<file path="src/rtl/delay_param_ctrl.sv">
// delay_param_ctrl: moves blend/delay/feedbk toward their targets on sample ticks,
// gliding small delay changes and ducking blend around large delay jumps.
module delay_param_ctrl #(
    parameter int BLEND_B   = 10,
    parameter int DLY_B     = 14,
    parameter int FDB_B     = 10,
    parameter int DLY_STEP  = 1,
    parameter int JUMP_TH   = 256,
    parameter int DUCK_STEP = 16
) (
    input  logic               clk,
    input  logic               reset,
    input  logic               sample_tick,
    input  logic               cfg_valid,
    output logic               cfg_ready,
    input  logic [1:0]         cfg_sel,
    input  logic [15:0]        cfg_data,
    output logic [BLEND_B-1:0] blend,
    output logic [DLY_B-1:0]   delay,
    output logic [FDB_B-1:0]   feedbk,
    output logic               busy
);
    localparam logic [DLY_B:0]   STEP_W = (DLY_B+1)'(DLY_STEP);
    localparam logic [DLY_B:0]   JUMP_W = (DLY_B+1)'(JUMP_TH);
    localparam logic [BLEND_B:0] DUCK_W = (BLEND_B+1)'(DUCK_STEP);

    typedef enum logic [2:0] {IDLE, RAMP, DUCK_DOWN, JUMP, DUCK_UP} state_t;

    state_t             state, state_nx;
    logic [BLEND_B-1:0] blend_tgt, blend_nx;
    logic [DLY_B-1:0]   delay_tgt, delay_nx;
    logic [FDB_B-1:0]   feedbk_tgt;
    logic [DLY_B:0]     d, step, ramped;
    logic [BLEND_B:0]   bl_dn, bl_sum, bl_up;
    logic               up, accept, unused_bits;

    assign cfg_ready   = state != JUMP;
    assign accept      = cfg_valid && cfg_ready;
    assign busy        = state != IDLE || blend != blend_tgt || delay != delay_tgt || feedbk != feedbk_tgt;
    assign unused_bits = &{1'b0, cfg_data, ramped[DLY_B], bl_up[BLEND_B]};

    always_comb begin
        up       = delay_tgt > delay;
        d        = up ? {1'b0, delay_tgt} - {1'b0, delay} : {1'b0, delay} - {1'b0, delay_tgt};
        step     = d < STEP_W ? d : STEP_W;
        ramped   = up ? {1'b0, delay} + step : {1'b0, delay} - step;
        bl_dn    = {1'b0, blend} > DUCK_W ? {1'b0, blend} - DUCK_W : '0;
        bl_sum   = {1'b0, blend} + DUCK_W;
        // min() also covers a blend target that dropped below the current blend
        bl_up    = bl_sum > {1'b0, blend_tgt} ? {1'b0, blend_tgt} : bl_sum;
        state_nx = state;
        blend_nx = blend;
        delay_nx = delay;
        if (sample_tick)
            case (state)
                IDLE, RAMP: begin
                    blend_nx = blend_tgt;
                    delay_nx = d > JUMP_W ? delay : ramped[DLY_B-1:0];
                    state_nx = d > JUMP_W ? DUCK_DOWN : d != step ? RAMP : IDLE;
                end
                DUCK_DOWN: begin
                    blend_nx = bl_dn[BLEND_B-1:0];
                    state_nx = bl_dn == '0 ? JUMP : DUCK_DOWN;
                end
                JUMP: begin
                    delay_nx = delay_tgt;
                    state_nx = DUCK_UP;
                end
                DUCK_UP: begin
                    blend_nx = bl_up[BLEND_B-1:0];
                    state_nx = bl_up[BLEND_B-1:0] == blend_tgt ? IDLE : DUCK_UP;
                end
                default: state_nx = IDLE;
            endcase
    end

    always_ff @(posedge clk) begin
        if (reset) begin
            state      <= IDLE;
            blend      <= '0;
            delay      <= '0;
            feedbk     <= '0;
            blend_tgt  <= '0;
            delay_tgt  <= '0;
            feedbk_tgt <= '0;
        end else begin
            state <= state_nx;
            blend <= blend_nx;
            delay <= delay_nx;
            if (sample_tick)
                feedbk <= feedbk_tgt;
            if (accept && cfg_sel == 2'd0)
                blend_tgt <= cfg_data[BLEND_B-1:0];
            if (accept && cfg_sel == 2'd1)
                delay_tgt <= cfg_data[DLY_B-1:0];
            if (accept && cfg_sel == 2'd2)
                feedbk_tgt <= cfg_data[FDB_B-1:0];
        end
    end
endmodule
</file>
<file path="config.mk">
export PLATFORM = sky130hd
export DESIGN_NAME = delay_param_ctrl
export DESIGN_NICKNAME = d
export VERILOG_FILES = /design/src/rtl/delay_param_ctrl.sv
export SDC_FILE = /design/constraint.sdc
export NUM_CORES = 1
export LEC_CHECK = 0
export CORE_UTILIZATION = 59
export CTS_CLUSTER_DIAMETER = 40
export DETAILED_ROUTE_END_ITERATION = 8
export GPL_TIMING_DRIVEN = 0
export PLACE_DENSITY = 0.8
export SLEW_MARGIN = 20
export SYNTH_ARGS = -nofsm -noshare
export SYNTH_HDL_FRONTEND = slang
export SYNTH_SLANG_ARGS = --single-unit
</file>
<file path="constraint.sdc">
create_clock -name clk -period 10.7 [get_ports clk]
set_clock_uncertainty 0.2 [all_clocks]
set_input_delay 1.07 -clock clk [delete_from_list [all_inputs] [get_ports clk]]
set_output_delay 1.07 -clock clk [all_outputs]
set_load 0.02 [all_outputs]
</file>
After elaboration in Yosys (flattened, before gate mapping)
Cells that the tools add are included.
{"block": "totals", "out_inout_bits": 36, "reg_bits": 71}
{"block": "op_classes", "n_lt_le_gt_ge": 5, "n_eq_ne": 13, "n_addsub": 6, "n_reduce_logical": 16, "mux": 13}
{"cell": "2-to-1 mux 15 bit", "n": 2}
{"cell": "one-hot mux 10 bit (3 select lines)", "n": 1}
{"cell": "subtractor 14 x 14 -> 15 bit", "n": 2}
{"cell": "2-to-1 mux 14 bit", "n": 2}
{"cell": "one-hot mux 14 bit (2 select lines)", "n": 1}
{"cell": "!= test 10 bit", "n": 2}
{"cell": "> comparator 15 x 9 -> 1 bit (second input constant)", "n": 1}
{"cell": "less-than comparator 15 x 1 -> 1 bit (second input constant)", "n": 1}
{"cell": "!= test 15 bit", "n": 1}
{"cell": "adder 14 bit", "n": 1}
{"cell": "> comparator 14 bit", "n": 1}
{"cell": "!= test 14 bit", "n": 1}
{"cell": "subtractor 14 bit", "n": 1}
{"cell": "one-hot mux 3 bit (4 select lines)", "n": 1}
{"cell": "adder 10 x 5 -> 11 bit (second input constant)", "n": 1}
{"cell": "> comparator 11 x 10 -> 1 bit", "n": 1}
{"cell": "logical NOT 11 bit", "n": 1}
{"cell": "2-to-1 mux 11 bit", "n": 1}
{"cell": "subtractor 10 x 5 -> 11 bit (second input constant)", "n": 1}
{"cell": "== test 10 bit", "n": 1}
{"cell": "> comparator 10 x 5 -> 1 bit (second input constant)", "n": 1}
{"cell": "2-to-1 mux 10 bit", "n": 1}
{"cell": "== test 3 x 2 -> 1 bit (second input constant)", "n": 2}
{"cell": "nonzero test 3 bit", "n": 2}
{"cell": "17 further kinds", "n": 23}

Longest topological paths before layout
Gate-level depths: netlist of the first run.
{"block": "logic_depth", "depth_word": 8, "depth_mapped": 26}

Worst setup path before layout of the first run
Ideal clock, no wire load.
{"block": "synth_timing", "path_type": "register -> register", "startpoint": "register delay[8]", "endpoint": "register delay[13]", "stages_incl_launch_ff": 25, "path_buffers": 1, "setup_slack_ps": 5431, "setup_time_ps": 128, "arrival_ps": 4941, "path_cell_list": "dfxtp_1 inv_1 ha_1 buf_6 a21o_1 a31oi_1 nand2_1 o21ai_2 mux2i_1 xnor2_1 nor3_1 and3_1 ha_1 nand2_1 ha_1 nor2b_1 o21a_1 o21ai_0 a21oi_1 a41o_1 o21ai_0 o21a_1 xnor2_1 xnor2_1 o2bb2ai_1"}
{"block": "synth_via", "elab_chain_len": 8, "elab_cells_between_ends": 14, "cone_classes": "add/sub: 4; order compare: 3; eq/ne: 1; mux: 5; reduce/logical: 1"}
{"element": "start: declaration", "line_no": "19", "text": "output logic [DLY_B-1:0] delay,"}
{"element": "start signal: assignment", "line_no": "89", "text": "delay <= delay_nx;"}
{"element": "subtractor 14 x 14 -> 15 bit or > comparator 14 bit (tied branches)", "line_no": "44, 43"}
{"element": "2-to-1 mux 15 bit", "line_no": "44", "text": "d = up ? {1'b0, delay_tgt} - {1'b0, delay} : {1'b0, delay} - {1'b0, delay_tgt};"}
{"element": "less-than comparator 15 x 1 -> 1 bit", "line_no": "45", "text": "step = d < STEP_W ? d : STEP_W;"}
{"element": "2-to-1 mux 15 bit", "line_no": "45"}
{"element": "subtractor 14 bit or adder 14 bit (tied branches)", "line_no": "46", "text": "ramped = up ? {1'b0, delay} + step : {1'b0, delay} - step;"}
{"element": "2-to-1 mux 14 bit", "line_no": "46"}
{"element": "2-to-1 mux 14 bit", "line_no": "58", "text": "delay_nx = d > JUMP_W ? delay : ramped[DLY_B-1:0];"}
{"element": "one-hot mux 14 bit (2 select lines)", "line_no": "55", "text": "case (state)"}
Several ways; a longest one is shown, not always the timed one. The select of a mux whose other input is x is not followed.
A chain may end at the register's enable or synchronous reset.

Worst setup path after layout of the first run
{"block": "layout_timing", "startpoint": "register delay[12]", "endpoint": "register delay[13]"}
The elaborated chain is that of the path after synthesis.

==> flow_summary.yaml, run 1 <==
status:
  result_of_the_run: "complete, no violations"
detailed_routing:
  drcViolationCount: 0
  drt_pass1_iterations: 5
  route.detailed.vias_per_inst: 6.41
  drt_wl_cell_um: 19.8
  initialDrtViolationCount: 593
  routed_wirelength_um: 19700
  drtAntennaViolNets: 0
  detailroute.via_count: 6376
critical_path:
  worst_r2r_path_depth: 24
  crit_arrival_ps: 6370
  crit_path_cell_trace: "inv_1, ha_1, buf_2, nand4_1, nor4_4, nor2_1, o21ai_2, mux2i_1, xnor2_1, nor3_1, and3_1, ha_1, nand2_1, ha_1, nor2b_1, o21a_1, o21ai_0, a21oi_1, a41o_1, o21ai_0, o21a_1, xnor2_1, xnor2_1, o2bb2ai_1"
  timing.setup.critical_path_class: "register to register"
  worstSetupEndpointType: "register"
  critical_path_buf_inv_count: 2
  timing.critical_path.from_type: "register"
  cp_slowest_cell: "sky130_fd_sc_hd__nor4_4"
  timing.critical_path.max_delay_family: "simple AND/OR/NAND/NOR gates"
  required_ps: 10720
  cell_count_along_the_critical_path: 24
  max_stage_delay_ps: 520
  cp_max_fo: 9
place:
  port-buffer-count: 55
  finalWeightedCongestion: 0.944
  dpl.hpwl_um: 15500
pwr:
  power.leakage_nw: 3.13
  vdd_ir_drop_max_mv: 0.235
  powerDensity_mw_per_mm2: 367
logic_synthesis:
  async_sr_flop_fraction_pct: 0
  netlist.top_cell.by_area: "sky130_fd_sc_hd__dfxtp_1"
  yosysWarnings: 0
  syn_area_per_cell_um2: 7.97
  synth.area.top_cells: "sky130_fd_sc_hd__dfxtp_1, sky130_fd_sc_hd__ha_1, sky130_fd_sc_hd__mux2i_1"
  synth_top_area_share_pct: 22.6
  ys_seq_area_share_pct: 22.6
  cell_area_after_technology_mapping_mm2: 0.00628
  synth-edff-count: 0
  syn-num-nets: 867
  synth_cells: 787
  yosys.cell_count.top_type: "sky130_fd_sc_hd__nor2_1"
  ys.flop_type: "sky130_fd_sc_hd__dfxtp_1"
  synth.top_cells.by_count: "sky130_fd_sc_hd__nor2_1, sky130_fd_sc_hd__dfxtp_1, sky130_fd_sc_hd__a21oi_1, sky130_fd_sc_hd__inv_1, sky130_fd_sc_hd__ha_1"
  synth_cell_type_count: 87
  ys_seq_elements: 71
worst_hold_path:
  hold_path_class: "register to register"
  worstHoldPathCells: 2
global_route:
  vias_in_the_first_global_route: 6007
  gr-total-overflow: 0
  number_of_antenna_violations_at_the_first_check_in_global_routing: 0
  groute.usage.overall_pct: 35.9
  grt_max_degree: 13
  grt_pass1_wl_um: 30900
clocking:
  cts_hold_buf: 0
  clock_path_buffers: 2
  cts_buffers: 9
  tritoncts: "built"
  clockRootBuffer: "sky130_fd_sc_hd__clkbuf_8"
  cts_setup_buffers: 0
  clk_pin_slew_worst_paths_ps: 70
  clk_latency_ps: 350
  tritoncts_num_sinks: 71
  post_cts_resize_count: 0
  cts_htree_levels: 3
timing:
  timing.slew.headroom_pct: 46.7
  hold-worst-slack_ps: 348
  min_period_ps: 6350
  max_clock_freq_mhz: 157
  timing.final.hold_violations: 0
  final_min_period_over_clock_period_pct: 59.3
  setup_violations: 0
  setup-tns-final_ps: 0
  timing_worst_slew_pin_value_ps: 797
  finalMaxSlewViolations: 0
  rsz0062_at_grt: "false"
finish:
  synthToLayoutAreaGrowth_pct: 14.8
  antenna-diode-count: 0
  layout_cell_share_with_drive_strength_beyond_1_pct: 6.88
  final_net_count: 933
floorplanning:
  fp.dieH_um: 105
  dieArea_mm2: 0.0111
  die_width_um: 105
  core.rowCount: 37
  initial_core_util_pct: 60.8
  io_pins: 58
  core_footprint_mm2: 0.0103
flow_run:
  cap_viol_max_count: 0
-- routing by layer --
layer,GRT usage (%),routed length [um]
met5,0,0
met4,17.2,926
met3,4.80,1660
met1,47.5,8170
met2,57.6,8930
-- stage by stage --
stage / std cells / worst slack (ps) / util, % / power [mW] / area (um2)
after floorplan: 787 / 5430 / - / 1.89 / 6280
after global placement: 978 / 4600 / 67.8 / 2.30 / 7000
after detailed placement: 978 / 4480 / 67.8 / 2.35 / 7000
after CTS: 994 / 4480 / 69.7 / 2.58 / 7200
after global routing: 994 / 3990 / 69.8 / 2.82 / 7200
final: 994 / 4350 / 69.8 / 2.64 / 7200
-- worst min-delay path, stage by stage, from the launching register on --
cell and delay, ps:
sky130_fd_sc_hd__dfxtp_1 350, sky130_fd_sc_hd__inv_1 90, sky130_fd_sc_hd__a211oi_1 60
-- power breakdown --
| group | internal, mW | total, mW | switching (mW) |
|---|---|---|---|
| registers | 0.292 | 0.341 | 0.0487 |
| logic | 0.830 | 2.08 | 1.25 |
| clock network | 0.114 | 0.219 | 0.105 |
-- placed cells by master (no fill, tap or decap), types with 4 or more instances in the layout --
cell type,count
sky130_fd_sc_hd__a211o_1,4
sky130_fd_sc_hd__xor2_1,25
sky130_fd_sc_hd__xnor2_1,24
sky130_fd_sc_hd__a21oi_1,59
sky130_fd_sc_hd__o21a_1,12
sky130_fd_sc_hd__buf_2,12
sky130_fd_sc_hd__or3_1,8
sky130_fd_sc_hd__a31oi_1,5
sky130_fd_sc_hd__nor2_1,90
sky130_fd_sc_hd__nand3_1,20
sky130_fd_sc_hd__o21ai_1,5
sky130_fd_sc_hd__and3_1,9
sky130_fd_sc_hd__nand4_1,7
sky130_fd_sc_hd__o21bai_1,7
sky130_fd_sc_hd__nor2b_1,5
sky130_fd_sc_hd__clkbuf_8,10
sky130_fd_sc_hd__a21o_1,17
sky130_fd_sc_hd__clkbuf_1,16
sky130_fd_sc_hd__ha_1,55
sky130_fd_sc_hd__nand2_1,40
sky130_fd_sc_hd__mux2_2,4
sky130_fd_sc_hd__nor4_1,6
sky130_fd_sc_hd__o21ai_0,33
sky130_fd_sc_hd__dfxtp_1,71
sky130_fd_sc_hd__buf_1,5
sky130_fd_sc_hd__a22o_1,4
sky130_fd_sc_hd__o211ai_1,8
sky130_fd_sc_hd__inv_1,59
sky130_fd_sc_hd__clkdlybuf4s50_1,55
sky130_fd_sc_hd__a211oi_1,15
sky130_fd_sc_hd__nand2b_1,11
sky130_fd_sc_hd__mux2i_1,48
sky130_fd_sc_hd__nor3_1,17
-- worst paths after layout --
path,end,startpoint,slack [ps]
max,delay[13],delay[12],4350
min,delay[10],delay[10],350
max reg2reg,delay[13],delay[12],4350
min reg2reg,delay[10],delay[10],350
-- registers in the layout, summed over array words and instances (netlist names) --
name and cells:
delay_tgt 14, blend_tgt 10, delay 14, feedbk_tgt 10
blend 10, feedbk 10, state 3
-- cell type report --
type / instances / area, um2
Inverter: 60 / 225
Fill cell: 865 / 3120
Tap cell: 136 / 170
Timing Repair Buffer: 55 / 551
Clock buffer: 11 / 141
Multi-Input combinational cell: 621 / 4470
Buffer: 35 / 161
Clock inverter: 5 / 57.6
Sequential cell: 71 / 1420
-- cells by family (layout without fill, tap and decap cells) --
group / count (synthesis) / count (layout) / share of synthesized area [%]
AO/OA/AOI/OAI: 225 / 225 / 25.3
XOR/XNOR: 49 / 49 / 6.84
adder cells (fa/ha/maj): 58 / 58 / 11.9
buffers and inverters: 95 / 166 / 6.16
flip-flops: 71 / 71 / 22.6
multiplexers: 52 / 52 / 8.37
other: 1 / 1 / 0.0598
AND/OR/NAND/NOR: 236 / 236 / 18.7
(Power assumes the default switching activity.)
==> inputs of run 2 (changes only) <==
--- a/config.mk
+++ b/config.mk
@@ -5,11 +5,11 @@
 export SDC_FILE = /design/constraint.sdc
 export NUM_CORES = 1
 export LEC_CHECK = 0
-export CORE_UTILIZATION = 59
+export CORE_UTILIZATION = 53
 export CTS_CLUSTER_DIAMETER = 40
 export DETAILED_ROUTE_END_ITERATION = 8
 export GPL_TIMING_DRIVEN = 0
-export PLACE_DENSITY = 0.8
+export PLACE_DENSITY = 0.75
 export SLEW_MARGIN = 20
 export SYNTH_ARGS = -nofsm -noshare
 export SYNTH_HDL_FRONTEND = slang
==> constraint.sdc (replaced) <==
create_clock -name clk -period 5.4 [get_ports clk]
set_clock_uncertainty 0.2 [all_clocks]
set_input_delay 0.54 -clock clk [delete_from_list [all_inputs] [get_ports clk]]
set_output_delay 0.54 -clock clk [all_outputs]
set_load 0.02 [all_outputs]
==> flow_summary.yaml, run 2 (synthesis results as in run 1) <==
status:
  result_of_the_run: "finished with violations"
  failed_checks: "setup timing"
place:
  dpl.hpwl_um: 15100
  pre_cts_worst_setup_slack_ps: -831
  finalWeightedCongestion: 0.942
  port-buffer-count: 55
timing:
  timing.final.ws_setup_ps: -139
  timing.final.hold_violations: 0
  hold-worst-slack_ps: 303
  finalMaxSlewViolations: 0
  max_clock_freq_mhz: 181
  timing.slew.headroom_pct: 42.1
  setup_violations: 1
  rsz0062_at_grt: "true"
  final_min_period_over_clock_period_pct: 103
  setup-tns-final_ps: -139
  timing_worst_slew_pin_value_ps: 866
  min_period_ps: 5540
global_route:
  grt_pass1_wl_um: 32200
  vias_in_the_first_global_route: 6189
  grt_max_degree: 14
  groute.usage.overall_pct: 32.8
  gr-total-overflow: 0
  number_of_antenna_violations_at_the_first_check_in_global_routing: 1
critical_path:
  cp_max_fo: 6
  cell_count_along_the_critical_path: 24
  worstSetupEndpointType: "register"
  timing.critical_path.from: "delay[0]"
  timing.setup.critical_path_class: "register to register"
  critical_path_buf_inv_count: 4
  reg2reg_from: "delay[0]"
  cp_slowest_cell: "sky130_fd_sc_hd__a31oi_2"
  required_ps: 5430
  timing.critical_path.max_delay_family: "compound AO/OA/AOI/OAI gates"
  cp-endpoint: "delay[12]"
  timing.rr.end: "delay[12]"
  timing.critical_path.from_type: "register"
  crit_arrival_ps: 5570
  ff2ff_setup_slack_ps: -140
  worst_r2r_path_depth: 24
  crit_path_cell_trace: "inv_4, ha_4, inv_2, fa_2, a21o_1, a221oi_4, o21ai_2, xor2_1, a211oi_1, o211ai_1, nor3_2, buf_4, a31oi_2, inv_1, ha_1, a21oi_2, o21bai_1, a31oi_1, o21ai_2, o41ai_2, xnor2_1, mux2i_1, nor3_2, a31o_1"
  max_stage_delay_ps: 460
clocking:
  clockRootBuffer: "sky130_fd_sc_hd__clkbuf_16"
  cts_htree_levels: 3
  clock_path_buffers: 2
  clk_latency_ps: 330
  clk_pin_slew_worst_paths_ps: 60
  cts_buffers: 9
  tritoncts: "built"
  cts_hold_buf: 0
  tritoncts_num_sinks: 71
detailed_routing:
  wl_met1_um: 8780
  top_layer_used: "met4"
  route.detailed.vias_per_inst: 6.37
  drtAntennaViolNets: 0
  wire_length_on_met3_um: 1630
  initialDrtViolationCount: 683
  drt_wl_cell_um: 20.2
  wl_met2_um: 9890
  detailroute.via_count: 6652
  drcViolationCount: 0
  routed_wirelength_um: 21000
  drt_pass1_iterations: 5
finish:
  final_core_utilization_pct: 70.8
  mostFrequentLayoutCells: "sky130_fd_sc_hd__nor2_1, sky130_fd_sc_hd__dfxtp_1, sky130_fd_sc_hd__clkdlybuf4s50_1, sky130_fd_sc_hd__inv_1, sky130_fd_sc_hd__a21oi_1"
  synthToLayoutAreaGrowth_pct: 29.4
  layout_cell_share_with_drive_strength_beyond_1_pct: 20.3
  final_net_count: 976
  final_common_cell: "sky130_fd_sc_hd__nor2_1"
  reg_top3: "delay: 14 flops, delay_tgt: 14 flops"
  antenna-diode-count: 0
floorplanning:
  io_pins: 58
  fp.dieH_um: 111
  die_width_um: 111
  dieArea_mm2: 0.0123
  core.rowCount: 39
  core_footprint_mm2: 0.0115
  initial_core_util_pct: 54.7
worst_hold_path:
  hold_path_class: "register to register"
flow_run:
  cap_viol_max_count: 0
[run 2: cell count changes in the layout (fill, tap and decap cells not counted), moves of 8 or more]
cell and delta:
sky130_fd_sc_hd__clkbuf_16 +9, sky130_fd_sc_hd__buf_4 +44, sky130_fd_sc_hd__clkbuf_8 -9, sky130_fd_sc_hd__dfxtp_1 -16, sky130_fd_sc_hd__ha_1 -9, sky130_fd_sc_hd__dfxtp_2 +9, sky130_fd_sc_hd__a21oi_1 -8
[run 2: worst reg2reg max path, delay by kind of cell (launching register included)]
kind                       cells  cell delay [ps]
muxes                          1              190
AOI/OAI and AO/OA             12             2950
xor gates and xnor gates       2              290
DFF                            1              360
and+or+nand+nor                2              180
adders and majority gates      3              890
buffers and inverters          4              380
[run 2: metrics by stage]
step | area, um2 | std cells
floorplan | 6280 | 787
global placement | 7010 | 985
detailed placement | 7010 | 985
CTS | 7600 | 1015
global route | 8120 | 1044
finish | 8120 | 1044
[run 2: how the worst min path moves through the flow]
| stage | from | depth (start not counted) | slack (ps) | endpoint |
|---|---|---|---|---|
| after floorplan | delay_tgt[2] | 2 | 290 | delay_tgt[2] |
| after global routing | delay[0] | 2 | 310 | delay[0] |
| after global placement | delay[0] | 2 | 310 | delay[0] |
| after detailed placement | delay[0] | 2 | 320 | delay[0] |
| final | delay[9] | 2 | 300 | delay[9] |
| after CTS | delay[6] | 2 | 310 | delay[6] |
[run 2: metal layers]
metal,global-route usage [%],up-vias
met5,0,-
met4,11.8,0
met3,4.37,65
met2,55.1,355
met1,42.8,3170
li1,-,3062
[run 2: repair_timing]
| item | 4_1_cts | 5_1_grt |
|---|---|---|
| endpoints found under the hold margin | 0 | 0 |
| setup buffers | 14 | 29 |
| setup endpoints to repair | 10 | 7 |
| pin swaps | 12 | 41 |
| resized for setup | 43 | 80 |
[run 2: layout make-up]
cell class / count / area, um2
clock buffer: 10 / 239
clock inverter: 6 / 68.8
timing repair buffer: 98 / 886
sequential: 71 / 1460
fill: 868 / 3340
inverter: 60 / 228
buffer: 35 / 199
multi-input combinational: 621 / 4870
tap: 143 / 179
Power of run 2 is left out: the tool's default activity adds up to more than one toggle a clock period on the data nets, which glitch-free logic cannot reach.
==> inputs of run 3 (changes only) <==
--- a/config.mk
+++ b/config.mk
@@ -10,6 +10,7 @@
 export DETAILED_ROUTE_END_ITERATION = 8
 export GPL_TIMING_DRIVEN = 0
 export PLACE_DENSITY = 0.75
+export SETUP_SLACK_MARGIN = 0.05
 export SLEW_MARGIN = 20
 export SYNTH_ARGS = -nofsm -noshare
 export SYNTH_HDL_FRONTEND = slang
==> flow_summary.yaml, run 3 (synthesis results as in run 1) <==
status:
  result_of_the_run: "finished with violations"
  failed_checks: "setup timing"
finish:
  mostFrequentLayoutCells: "sky130_fd_sc_hd__nor2_1, sky130_fd_sc_hd__inv_1, sky130_fd_sc_hd__dfxtp_1, sky130_fd_sc_hd__clkdlybuf4s50_1, sky130_fd_sc_hd__a21oi_1"
  layout_cell_share_with_drive_strength_beyond_1_pct: 20.0
  final_common_cell: "sky130_fd_sc_hd__nor2_1"
  synthToLayoutAreaGrowth_pct: 30.1
  antenna-diode-count: 0
  final_net_count: 978
  reg_top3: "delay: 14 flops, delay_tgt: 14 flops"
timing:
  timing.final.hold_violations: 0
  final_min_period_over_clock_period_pct: 101
  timing.slew.headroom_pct: 43.3
  setup_violations: 1
  finalMaxSlewViolations: 0
  timing_worst_slew_pin_value_ps: 847
  rsz0062_at_grt: "true"
  min_period_ps: 5440
  timing.final.ws_setup_ps: -41.4
  max_clock_freq_mhz: 184
  setup-tns-final_ps: -41.4
critical_path:
  timing.rr.end: "delay[12]"
  required_ps: 5430
  ff2ff_setup_slack_ps: -40
  crit_path_cell_trace: "inv_1, ha_1, buf_6, nand4_1, a211oi_2, buf_4, nor3_1, a311o_1, o211ai_1, nor3_2, buf_4, a31oi_2, inv_1, ha_1, a21oi_2, o21bai_1, a31oi_1, o21ai_1, o41ai_2, xnor2_1, mux2i_1, nor3_2, a31o_1"
  cp_max_fo: 10
  worst_r2r_path_depth: 23
  timing.critical_path.from_type: "register"
  max_stage_delay_ps: 450
  crit_arrival_ps: 5470
  reg2reg_from: "delay[8]"
  worstSetupEndpointType: "register"
  timing.setup.critical_path_class: "register to register"
  cp_slowest_cell: "sky130_fd_sc_hd__a31oi_2"
detailed_routing:
  detailroute.via_count: 6616
  route.detailed.vias_per_inst: 6.33
  drcViolationCount: 0
  drt_pass1_iterations: 5
  initialDrtViolationCount: 755
  drtAntennaViolNets: 0
  routed_wirelength_um: 21100
  drt_wl_cell_um: 20.2
global_route:
  grt_max_degree: 14
  number_of_antenna_violations_at_the_first_check_in_global_routing: 0
  gr-total-overflow: 0
  groute.usage.overall_pct: 32.8
  vias_in_the_first_global_route: 6240
  grt_pass1_wl_um: 32400
clocking:
  clockRootBuffer: "sky130_fd_sc_hd__clkbuf_16"
  clock_path_buffers: 2
  cts_htree_levels: 3
  clk_latency_ps: 330
  cts_buffers: 9
  clk_pin_slew_worst_paths_ps: 60
  tritoncts: "built"
  cts_hold_buf: 0
  tritoncts_num_sinks: 71
floorplanning:
  core_footprint_mm2: 0.0115
  die_width_um: 111
  fp.dieH_um: 111
  dieArea_mm2: 0.0123
  core.rowCount: 39
  io_pins: 58
  initial_core_util_pct: 54.7
flow_run:
  cap_viol_max_count: 0
place:
  dpl.hpwl_um: 15100
  finalWeightedCongestion: 0.942
  port-buffer-count: 55
worst_hold_path:
  hold_path_class: "register to register"
  worst_hold_startpoint: "delay[0]"
  worstHoldPathCells: 2
  worst_hold_path.endpoint: "delay[0]"
run 3: final cells by class:
class,count,area (um2)
fill,848,3300
clock buffer,10,239
clock inverter,6,68.8
inverter,60,228
tap,143,179
multi-input combinational,621,4880
buffer,35,201
sequential,71,1460
timing repair buffer,100,898
run 3: through the flow:
step | instances | hold WS (ps) | cell area, um2 | util, % | setup WS, ps
5_1_grt | 1046 | 312 | 8160 | 71.2 | -127
3_3_place_gp | 985 | 312 | 7010 | 61.1 | -691
2_1_floorplan | 787 | 291 | 6280 | - | 131
3_5_place_dp | 985 | 317 | 7010 | 61.1 | -831
6_report | 1046 | 307 | 8160 | 71.2 | -41.4
4_1_cts | 1018 | 310 | 7660 | 66.8 | 55.6
run 3: routing by layer:
metal,vias to the layer above,track usage (%),part of all wire [%]
li1,3067,-,-
met1,3135,42.6,43
met2,338,55.0,47
met3,76,4.54,6.8
met4,0,12.7,3.7
met5,-,0,0
run 3: worst max path at each step:
| stage | slack (ps) | cells past startpoint | to | start |
|---|---|---|---|---|
| after floorplan | 130 | 24 | delay[13] | delay[8] |
| after global placement | -690 | 24 | delay[13] | delay[8] |
| after detailed placement | -830 | 24 | delay[12] | delay[6] |
| after CTS | 60 | 25 | delay[12] | delay[0] |
| after global routing | -130 | 23 | delay[12] | delay[2] |
| final | -40 | 23 | delay[12] | delay[8] |
run 3: what timing repair did:
action / CTS / global route
setup endpoints to repair: 11 / 7
pin swaps: 18 / 44
cloned: 0 / 1
resized for setup: 55 / 66
buffers inserted: 17 / 27
hold endpoints to repair: 0 / 0
run 3: critical path, delay by kind of cell, from the launching register on:
kind / cells / cell delay (ps)
muxes: 1 / 190
xor gates and xnor gates: 1 / 130
AOI/OAI and AO/OA: 10 / 2560
buffers and inverters: 5 / 700
and+or+nand+nor: 4 / 470
DFF: 1 / 380
adders and majority gates: 2 / 710
Power of run 3 is left out for the same reason.
